<file path="src/rtl/pes_seq_div.sv">
// Restoring divider, one quotient bit per clock MSB first; valid WIDTH clocks after load (1 on b==0).
// No backpressure: a new load always aborts and restarts; the result is held until the next completion.
module pes_seq_div #(
   parameter int WIDTH = 8
) (
   input  logic             i_clk,
   input  logic             i_reset,
   input  logic             i_load,
   input  logic [WIDTH-1:0] i_a,
   input  logic [WIDTH-1:0] i_b,
   output logic [WIDTH-1:0] o_quo,
   output logic [WIDTH-1:0] o_rem,
   output logic             o_valid,
   output logic             o_busy,
   output logic             o_dbz
);

   localparam int CW = $clog2(WIDTH + 1);

   typedef enum logic {
      S_IDLE,
      S_RUN
   } state_t;

   state_t           r_state;
   logic [WIDTH-1:0] r_a;
   logic [WIDTH-1:0] r_b;
   logic [WIDTH-1:0] r_p;
   logic [CW-1:0]    r_cnt;

   logic [WIDTH:0]   w_t;
   logic             w_ge;
   logic [WIDTH-1:0] w_p_next;
   logic [WIDTH-1:0] w_a_next;

   // The partial remainder stays below B after every step, so it fits in WIDTH bits;
   // only the trial value needs the extra bit.
   assign w_t      = {r_p, r_a[WIDTH-1]};
   assign w_ge     = (w_t >= {1'b0, r_b});
   assign w_p_next = w_ge ? WIDTH'(w_t - {1'b0, r_b}) : w_t[WIDTH-1:0];
   assign w_a_next = {r_a[WIDTH-2:0], w_ge};

   always_ff @(posedge i_clk) begin
      if (i_reset) begin
         r_state <= S_IDLE;
         r_a     <= '0;
         r_b     <= '0;
         r_p     <= '0;
         r_cnt   <= '0;
         o_quo   <= '0;
         o_rem   <= '0;
         o_valid <= 1'b0;
         o_busy  <= 1'b0;
         o_dbz   <= 1'b0;
      end else begin
         o_valid <= 1'b0;
         if (i_load) begin
            if (i_b == '0) begin
               r_state <= S_IDLE;
               r_cnt   <= '0;
               o_quo   <= '1;
               o_rem   <= i_a;
               o_dbz   <= 1'b1;
               o_valid <= 1'b1;
               o_busy  <= 1'b0;
            end else begin
               r_state <= S_RUN;
               r_a     <= i_a;
               r_b     <= i_b;
               r_p     <= '0;
               r_cnt   <= CW'(WIDTH);
               o_dbz   <= 1'b0;
               o_busy  <= 1'b1;
            end
         end else begin
            case (r_state)
               S_RUN: begin
                  r_a   <= w_a_next;
                  r_p   <= w_p_next;
                  r_cnt <= r_cnt - CW'(1);
                  if (r_cnt == CW'(1)) begin
                     r_state <= S_IDLE;
                     o_quo   <= w_a_next;
                     o_rem   <= w_p_next;
                     o_busy  <= 1'b0;
                     o_valid <= 1'b1;
                  end
               end
               default: begin
                  r_state <= S_IDLE;
               end
            endcase
         end
      end
   end

endmodule
</file>
<file path="config.mk">
export PLATFORM = sky130hd
export DESIGN_NAME = pes_seq_div
export DESIGN_NICKNAME = d
export VERILOG_FILES = /design/src/rtl/pes_seq_div.sv
export SDC_FILE = /design/constraint.sdc
export NUM_CORES = 1
export LEC_CHECK = 0
export ABC_CLOCK_PERIOD_IN_PS = 1840
export BUFFER_PORTS_ARGS = -buffer_cell sky130_fd_sc_hd__buf_4
export CORE_MARGIN = 2
export CORE_UTILIZATION = 45
export CTS_CLUSTER_DIAMETER = 50
export DETAILED_ROUTE_END_ITERATION = 16
export PLACE_DENSITY = 0.68
export REMOVE_ABC_BUFFERS = 1
export SLEW_MARGIN = 30
export SYNTH_ARGS = -nofsm -noshare
export SYNTH_HDL_FRONTEND = slang
export SYNTH_SLANG_ARGS = --single-unit
</file>
<file path="constraint.sdc">
create_clock -name i_clk -period 1.84 [get_ports i_clk]
set_input_delay 0.092 -clock i_clk [delete_from_list [all_inputs] [get_ports i_clk]]
set_output_delay 0.092 -clock i_clk [all_outputs]
set_load 0.005 [all_outputs]
</file>
==> results of run 1 <==
power by group through the flow:
stage	combinational, W	clock [W]	sequential [W]
floorplan	0.000307	0	0.00113
global placement	0.000577	0	0.00114
detailed placement	0.000584	0	0.00114
CTS	0.000692	0.000785	0.00112
global route	0.000891	0.000819	0.00113
finish	0.000826	0.000780	0.00112
stage by stage:
| stage | util | power (W) | cell area, um^2 |
|---|---|---|---|
| after global placement | 0.5976 | 0.001716 | 3110 |
| after floorplan | - | 0.001441 | 2402 |
| after detailed placement | 0.5976 | 0.001723 | 3110 |
| final | 0.6938 | 0.002730 | 3611 |
| after CTS | 0.6575 | 0.002597 | 3422 |
| after global routing | 0.6938 | 0.002840 | 3611 |
repair_timing:
item | in CTS | in global routing
gates resized for setup | 42 | 32
buffers inserted | 2 | 7
endpoints found under the setup margin | 18 | 17
pin swaps | 15 | 16
layout by cell type, fill, tap and decap left out, types with 3 or more instances in the layout:
cell	Yosys	routed
a211oi_1	6	5
a21oi_1	20	15
a21oi_2	1	3
a21oi_4	0	3
a311oi_1	4	4
a31oi_1	4	4
a32oi_1	3	3
buf_4	1	84
buf_6	0	5
clkbuf_8	0	5
dfxtp_1	48	37
dfxtp_2	0	11
ha_1	10	3
ha_4	0	7
inv_1	14	7
inv_2	0	7
mux2i_1	8	6
nand2_1	29	29
nand3_1	11	10
nand4_1	3	3
nor2_1	29	29
nor3_1	7	7
o21ai_0	14	8
o21ai_1	2	6
o21bai_1	3	3
o221a_2	8	8
kinds of logic after synthesis:
family / synth area share
adder cells (fa/ha/maj): 0.05873
flip-flops: 0.3889
XOR/XNOR: 0.01418
buffers and inverters: 0.05215
AND/OR/NAND/NOR: 0.1863
multiplexers: 0.03696
AO/OA/AOI/OAI: 0.2628
per-layer routing:
| metal | track usage | vias up |
|---|---|---|
| li1 | - | 1233 |
| met2 | 0.4336 | 85 |
| met5 | 0 | - |
| met4 | 0.05965 | 0 |
| met3 | 0.04828 | 15 |
| met1 | 0.3283 | 1182 |
worst paths after layout:
kind,from,slack [ns],endpoint,cells past startpoint
worst max-delay path,r_b[2],-0.05,o_rem[0],8
worst min-delay path,i_b[6],0.04,r_b[6],3
worst max register to register,r_b[2],-0.05,o_rem[0],8
worst min register to register,r_b[2],0.47,r_b[2],2
worst register-to-register path, delay by kind of cell (launching register included):
kind	cells	cell delay (ns)
buf+inv	2	0.20
flops	1	0.34
simple gates	2	0.46
fa+ha+maj	1	0.30
compound gates	3	0.50
flip-flops by register name, summed over array words and instances, names as in the netlist:
name and count:
r_b 8, r_p 8, o_dbz 1, r_cnt 4, r_state 1, o_busy 1
r_a 8, o_valid 1, o_quo 8, o_rem 8
layout make-up:
cell class,count,area (um^2)
Clock buffer,5,68.82
Clock inverter,3,42.54
Fill cell,421,1594
Inverter,16,60.06
Multi-Input combinational cell,211,1670
Sequential cell,48,974.7
Tap cell,70,87.58
Timing Repair Buffer,90,706.9
cells in the mapped netlist, types with 3 or more instances:
| library cell | count |
|---|---|
| mux2i_1 | 8 |
| a21oi_1 | 20 |
| a211oi_1 | 6 |
| nand2_1 | 29 |
| a31oi_1 | 4 |
| a21o_1 | 3 |
| nor2_1 | 29 |
| a32oi_1 | 3 |
| o21bai_1 | 3 |
| nor3_1 | 7 |
| buf_2 | 7 |
| o221ai_1 | 3 |
| nand3_1 | 11 |
| o21ai_0 | 14 |
| inv_1 | 14 |
| nor2b_1 | 3 |
| nand4_1 | 3 |
| dfxtp_1 | 48 |
| a311oi_1 | 4 |
| o221a_2 | 8 |
| clkbuf_1 | 6 |
| a2111oi_0 | 3 |
| ha_1 | 10 |
==> summary.md, run 1 <==
| Metric | Value |
|---|---|
| # setup viols final | `7` |
| CTS tree | `done` |
| Hold Slack | `0.04468 ns` |
| Max_slew headroom | `0.6247` |
| Clock slew at reported path FFs | `0.10 ns` |
| Async set or reset register ratio after synthesis | `0` |
| Vias per cell | `5.677` |
| CP arrival | `2.12 ns` |
| # DRC | `0` |
| Inst Count DP | `426` |
| WL final | `7453 um` |
| Sink Count | `48` |
| DR pass1 iterations | `4` |
| Core area | `5205 um^2` |
| Worst skew pair latency | `0.31 ns` |
| Wirelength per Cell | `16.82 um` |
| Crit end category | `flip-flop` |
| Min Tclk post-route | `1.894 ns` |
| IO Count | `38` |
| Synth cell types | `58` |
| Primary FF master, synth | `dfxtp_1` |
| First-pass GRT wire length | `12,330 um` |
| Hold Buf Count CTS | `0` |
| Pint | `0.001908 W` |
| Total negative slack | `-0.2251 ns` |
| Synthesized area | `2471 um^2` |
| Starting Density | `0.4748` |
| Num CTS Buffers | `5` |
| Tcrit/Tclk final | `1.029` |
| # port buffers | `37` |
| DR vias | `2,515` |
| Largest net degree at the start of global routing | `26` |
| Gr ovfl total | `0` |
| Synth Register Bits | `48` |
| GRT Util Overall | `0.2524` |
| Startpoint types | `flip-flop` |
| Clk_skew | `0.009686 ns` |
| Worst vdd ir | `0.5596 mV` |
| Worst EP required | `2.06 ns` |
| Leak | `1.489 nW` |
| HPWL Detailed | `5260 um` |
| Fraction of layout cells with a size suffix above 1 | `0.4263` |
| Routability cong. | `0.9648` |
| Sw Share | `0.3012` |
| Avg Cell Area, Syn | `8.521 um^2` |
| Crit path kind | `flip-flop to flip-flop` |
| Power share of the sequential group | `0.412` |
| Min-delay worst type | `primary input to flip-flop` |
| H-tree lvl count | `2` |
| Leading area contributor after synthesis | `dfxtp_1` |
| CP bufs+invs | `2` |
| CP peak stage delay | `0.36 ns` |
| Comb pwr share | `0.303` |
| Top-area cell type share of the netlist area | `0.3889` |
| # nets final | `402` |
| Initial antenna violation count | `0` |
| Chip Width | `78.11 um` |
| Post-Syn Instances | `290` |
| EDFF count, synth | `0` |
| Vias in the first global route | `2,520` |
| Net switching power | `0.0008225 W` |
| CP top delay family | `compound AO/OA/AOI/OAI gates` |
| Area grow syn2layout | `46.13%` |
| RSZ-0062 raised after global routing | `yes` |
| Power Density | `756.1 nW/um^2` |
| Met2 Routed Length | `3632 um` |
| Worst-Margin Slew | `0.5570 ns` |
| Die area | `6100 um^2` |
| Number of cell rows | `26` |
| Clock buffer depth | `2` |
| Number of diodes | `0` |
| Clk Tree Root Cell | `clkbuf_8` |
| Yosys warns | `0` |
| Final hold violation count | `0` |
| Post-DRT Antenna Nets | `0` |
| Max-Cap Viols | `0` |
| Largest cells by area after synthesis | `dfxtp_1 (39%), ha_1 (5.1%), nand2_1 (4.4%), nor2_1 (4.4%), a21oi_1 (4.1%)` |
| Pre-CTS setup slack | `-0.2256 ns` |
| Worst setup margin | `-0.05382 ns` |
| Worst-path cell chain | `inv_1 > ha_4 > nand2_1 > o21ai_4 > buf_6 > a21oi_4 > or3_1 > a311oi_1` |
| Metal1 wirelength | `3270 um` |
| Maximum clock rate | `528.0 MHz` |
| Seq/Total Area, Yosys | `0.3889` |
| Clock power frac | `0.286` |
| Die H | `78.11 um` |
| Top Layer Used | `met4` |
| Met3 wire len | `418 um` |
| Slowest cell on crit path | `or3_1` |
| Initial DRC count | `122` |
| Failing checks | `setup timing` |
| Fin. max-slew vios | `0` |
| CP max FO | `5` |
| Final cell count without fillers | `443` |
| Status | `finished with violations` |
Power figures use the tool's default switching activity.
==> run 2, diff against run 1 <==
--- a/config.mk
+++ b/config.mk
@@ -5,7 +5,7 @@
 export SDC_FILE = /design/constraint.sdc
 export NUM_CORES = 1
 export LEC_CHECK = 0
-export ABC_CLOCK_PERIOD_IN_PS = 1840
+export ABC_CLOCK_PERIOD_IN_PS = 1540
 export BUFFER_PORTS_ARGS = -buffer_cell sky130_fd_sc_hd__buf_4
 export CORE_MARGIN = 2
 export CORE_UTILIZATION = 45
==> constraint.sdc (replaced) <==
create_clock -name i_clk -period 1.54 [get_ports i_clk]
set_input_delay 0.077 -clock i_clk [delete_from_list [all_inputs] [get_ports i_clk]]
set_output_delay 0.077 -clock i_clk [all_outputs]
set_load 0.005 [all_outputs]
==> run 2 against run 1 <==
Net effect: the flow still finishes with violations (setup timing); combinational power rose by 39%; sequential power rose by 20%; worst setup slack got worse by 0.36 ns; routed wire length rose by 11%; clock skew fell by 0.0052 ns; die area did not move; non-clock buffer count rose by 18; sequential share of layout area fell by 1.5 points; highest routed layer unchanged.
==> summary.md, run 2 (synthesis results as in run 1) <==
| Metric | Value |
|---|---|
| Die H | `78.11 um (unchanged)` |
| # port buffers | `37 (unchanged)` |
| # DRC | `0 (unchanged)` |
| Initial DRC count | `212 (was 122)` |
| Die area | `6100 um^2 (unchanged)` |
| Chip Width | `78.11 um (unchanged)` |
| Origin of the critical flop-to-flop path | `r_p[1] (was r_b[2])` |
| Commonest cells after routing, fill and taps aside | `buf_4 (96), dfxtp_1 (35), nor2_1 (28), nand2_1 (28), a21oi_1 (15) (was buf_4 (84), dfxtp_1 (37), nor2_1 (29), nand2_1 (29), a21oi_1 (15))` |
| Clk_skew | `0.004503 ns (was 0.009686 ns)` |
| Power share of the sequential group | `0.388 (was 0.412)` |
| Power Density | `900.2 nW/um^2 (was 756.1 nW/um^2)` |
| Max-Cap Viols | `0 (unchanged)` |
| Wirelength per Cell | `17.91 um (was 16.82 um)` |
| Number of diodes | `0 (unchanged)` |
| GRT Util Overall | `0.2695 (was 0.2524)` |
| Starting Density | `0.4748 (unchanged)` |
| Gr ovfl total | `0 (unchanged)` |
| WL final | `8256 um (was 7453 um)` |
| Min-delay worst type | `primary input to flip-flop (unchanged)` |
| Hold Buf Count CTS | `0 (unchanged)` |
| IO Count | `38 (unchanged)` |
| Initial antenna violation count | `0 (unchanged)` |
| Area grow syn2layout | `55.39% (was 46.13%)` |
| # setup viols final | `18 (was 7)` |
| Fin. max-slew vios | `0 (unchanged)` |
| Sink Count | `48 (unchanged)` |
| Worst EP required | `1.75 ns (was 2.06 ns)` |
| Maximum clock rate | `510.5 MHz (was 528.0 MHz)` |
| Comb pwr share | `0.334 (was 0.303)` |
| H-tree lvl count | `2 (unchanged)` |
| Worst vdd ir | `0.7155 mV (was 0.5596 mV)` |
| Worst-Margin Slew | `0.8555 ns (was 0.5570 ns)` |
| Vias in the first global route | `2,695 (was 2,520)` |
| Pint | `0.002389 W (was 0.001908 W)` |
| RSZ-0062 raised after global routing | `yes (unchanged)` |
| CTS tree | `done (unchanged)` |
| Tcrit/Tclk final | `1.272 (was 1.029)` |
| Core area | `5205 um^2 (unchanged)` |
| Crit path kind | `flip-flop to flip-flop (unchanged)` |
| Routability cong. | `0.9498 (was 0.9648)` |
| Worst setup margin | `-0.4187 ns (was -0.05382 ns)` |
| Net switching power | `0.001068 W (was 0.0008225 W)` |
| HPWL Detailed | `5465 um (was 5260 um)` |
| Failing checks | `setup timing (unchanged)` |
| Max_slew headroom | `0.4236 (was 0.6247)` |
| Fraction of layout cells with a size suffix above 1 | `0.4936 (was 0.4263)` |
| Total negative slack | `-5.272 ns (was -0.2251 ns)` |
| Post-DRT Antenna Nets | `0 (unchanged)` |
| # nets final | `420 (was 402)` |
| Num CTS Buffers | `5 (unchanged)` |
| Critical Path Start | `r_p[1] (was r_b[2])` |
| Min Tclk post-route | `1.959 ns (was 1.894 ns)` |
| DR vias | `2,726 (was 2,515)` |
| Number of cell rows | `26 (unchanged)` |
| Vias per cell | `5.913 (was 5.677)` |
| First-pass GRT wire length | `13,060 um (was 12,330 um)` |
| Crit end category | `flip-flop (unchanged)` |
| CP arrival | `2.17 ns (was 2.12 ns)` |
| Final hold violation count | `0 (unchanged)` |
| Worst skew pair latency | `0.30 ns (was 0.31 ns)` |
| Largest net degree at the start of global routing | `17 (was 26)` |
| Commonest non-fill, non-tap cell in the layout | `buf_4 (unchanged)` |
| Status | `finished with violations (unchanged)` |
| DR pass1 iterations | `5 (was 4)` |
| Clock buffer depth | `2 (unchanged)` |
| Leak | `1.619 nW (was 1.489 nW)` |
| Clock power frac | `0.278 (was 0.286)` |
| Sw Share | `0.3089 (was 0.3012)` |
| Startpoint types | `flip-flop (unchanged)` |
| Clock slew at reported path FFs | `0.10 ns (about the same)` |
| Clk Tree Root Cell | `clkbuf_8 (unchanged)` |
| Pre-CTS setup slack | `-0.5720 ns (was -0.2256 ns)` |
| Worst hold start | `i_b[6] (unchanged)` |
| CP max FO | `5 (unchanged)` |
==> run 2: cell types whose count changed in the layout (fill, tap and decap cells not counted), sizes merged <==
| cell | delta |
|---|---|
| buf | +18 |
| inv | +1 |
| clkinv | -1 |
==> run 2: what timing repair did <==
item	4_1_cts	5_1_grt
endpoints found under the setup margin	19	20
buffers inserted	6	5
pin swaps	26	14
gates resized for setup	78	19
==> run 2: final cells by class <==
type                       instances  area (um^2)
clock inverter                     3        46.29
fill                             392         1365
clock buffer                       5        68.82
inverter                          16        60.06
timing repair buffer             108        868.3
multi-input combinational        211         1732
sequential                        48        977.2
tap                               70        87.58
==> run 2: power groups by stage <==
stage               clock [W]  combinational, W  sequential, W
floorplan                   0          0.000367        0.00135
global placement            0          0.000731        0.00136
detailed placement          0          0.000743        0.00136
CTS                  0.000953          0.000994        0.00134
global route          0.00102           0.00122        0.00135
finish               0.000961           0.00115        0.00134
==> run 2: final timing paths <==
path                   end  slack, ns  cells after the start
hold reg to reg     r_b[3]       0.46                      2
hold / removal      r_b[6]       0.03                      3
setup / recovery  o_rem[6]      -0.42                      8
setup reg to reg  o_rem[6]      -0.42                      8
==> run 2: per-stage QoR <==
stage | power (W) | hold slack, ns | instance area, um^2 | utilization | std cells
detailed placement | 0.002104 | 0.3616 | 3238 | 0.6221 | 443
global placement | 0.002090 | 0.3460 | 3238 | 0.6221 | 443
CTS | 0.003288 | 0.03923 | 3706 | 0.7120 | 457
floorplan | 0.001721 | 0.1461 | 2402 | - | 275
finish | 0.003457 | 0.03358 | 3840 | 0.7377 | 461
global route | 0.003598 | 0.03607 | 3840 | 0.7377 | 461
==> run 2: worst max-delay path, stage by stage (launching register included) <==
cell       delay [ns]
dfxtp_2          0.41
ha_4             0.24
a21oi_2          0.15
o21ai_2          0.11
buf_6            0.13
buf_4            0.13
a2111oi_0        0.49
a41o_1           0.16
nor2_1           0.05
==> run 2: metal layers <==
| metal | GRT usage | up-vias | routed length, um |
|---|---|---|---|
| met5 | 0 | - | 0 |
| met4 | 0.08772 | 0 | 221 |
| met3 | 0.04713 | 24 | 518 |
| met2 | 0.4578 | 121 | 4072 |
| met1 | 0.3475 | 1301 | 3444 |
| li1 | - | 1280 | - |
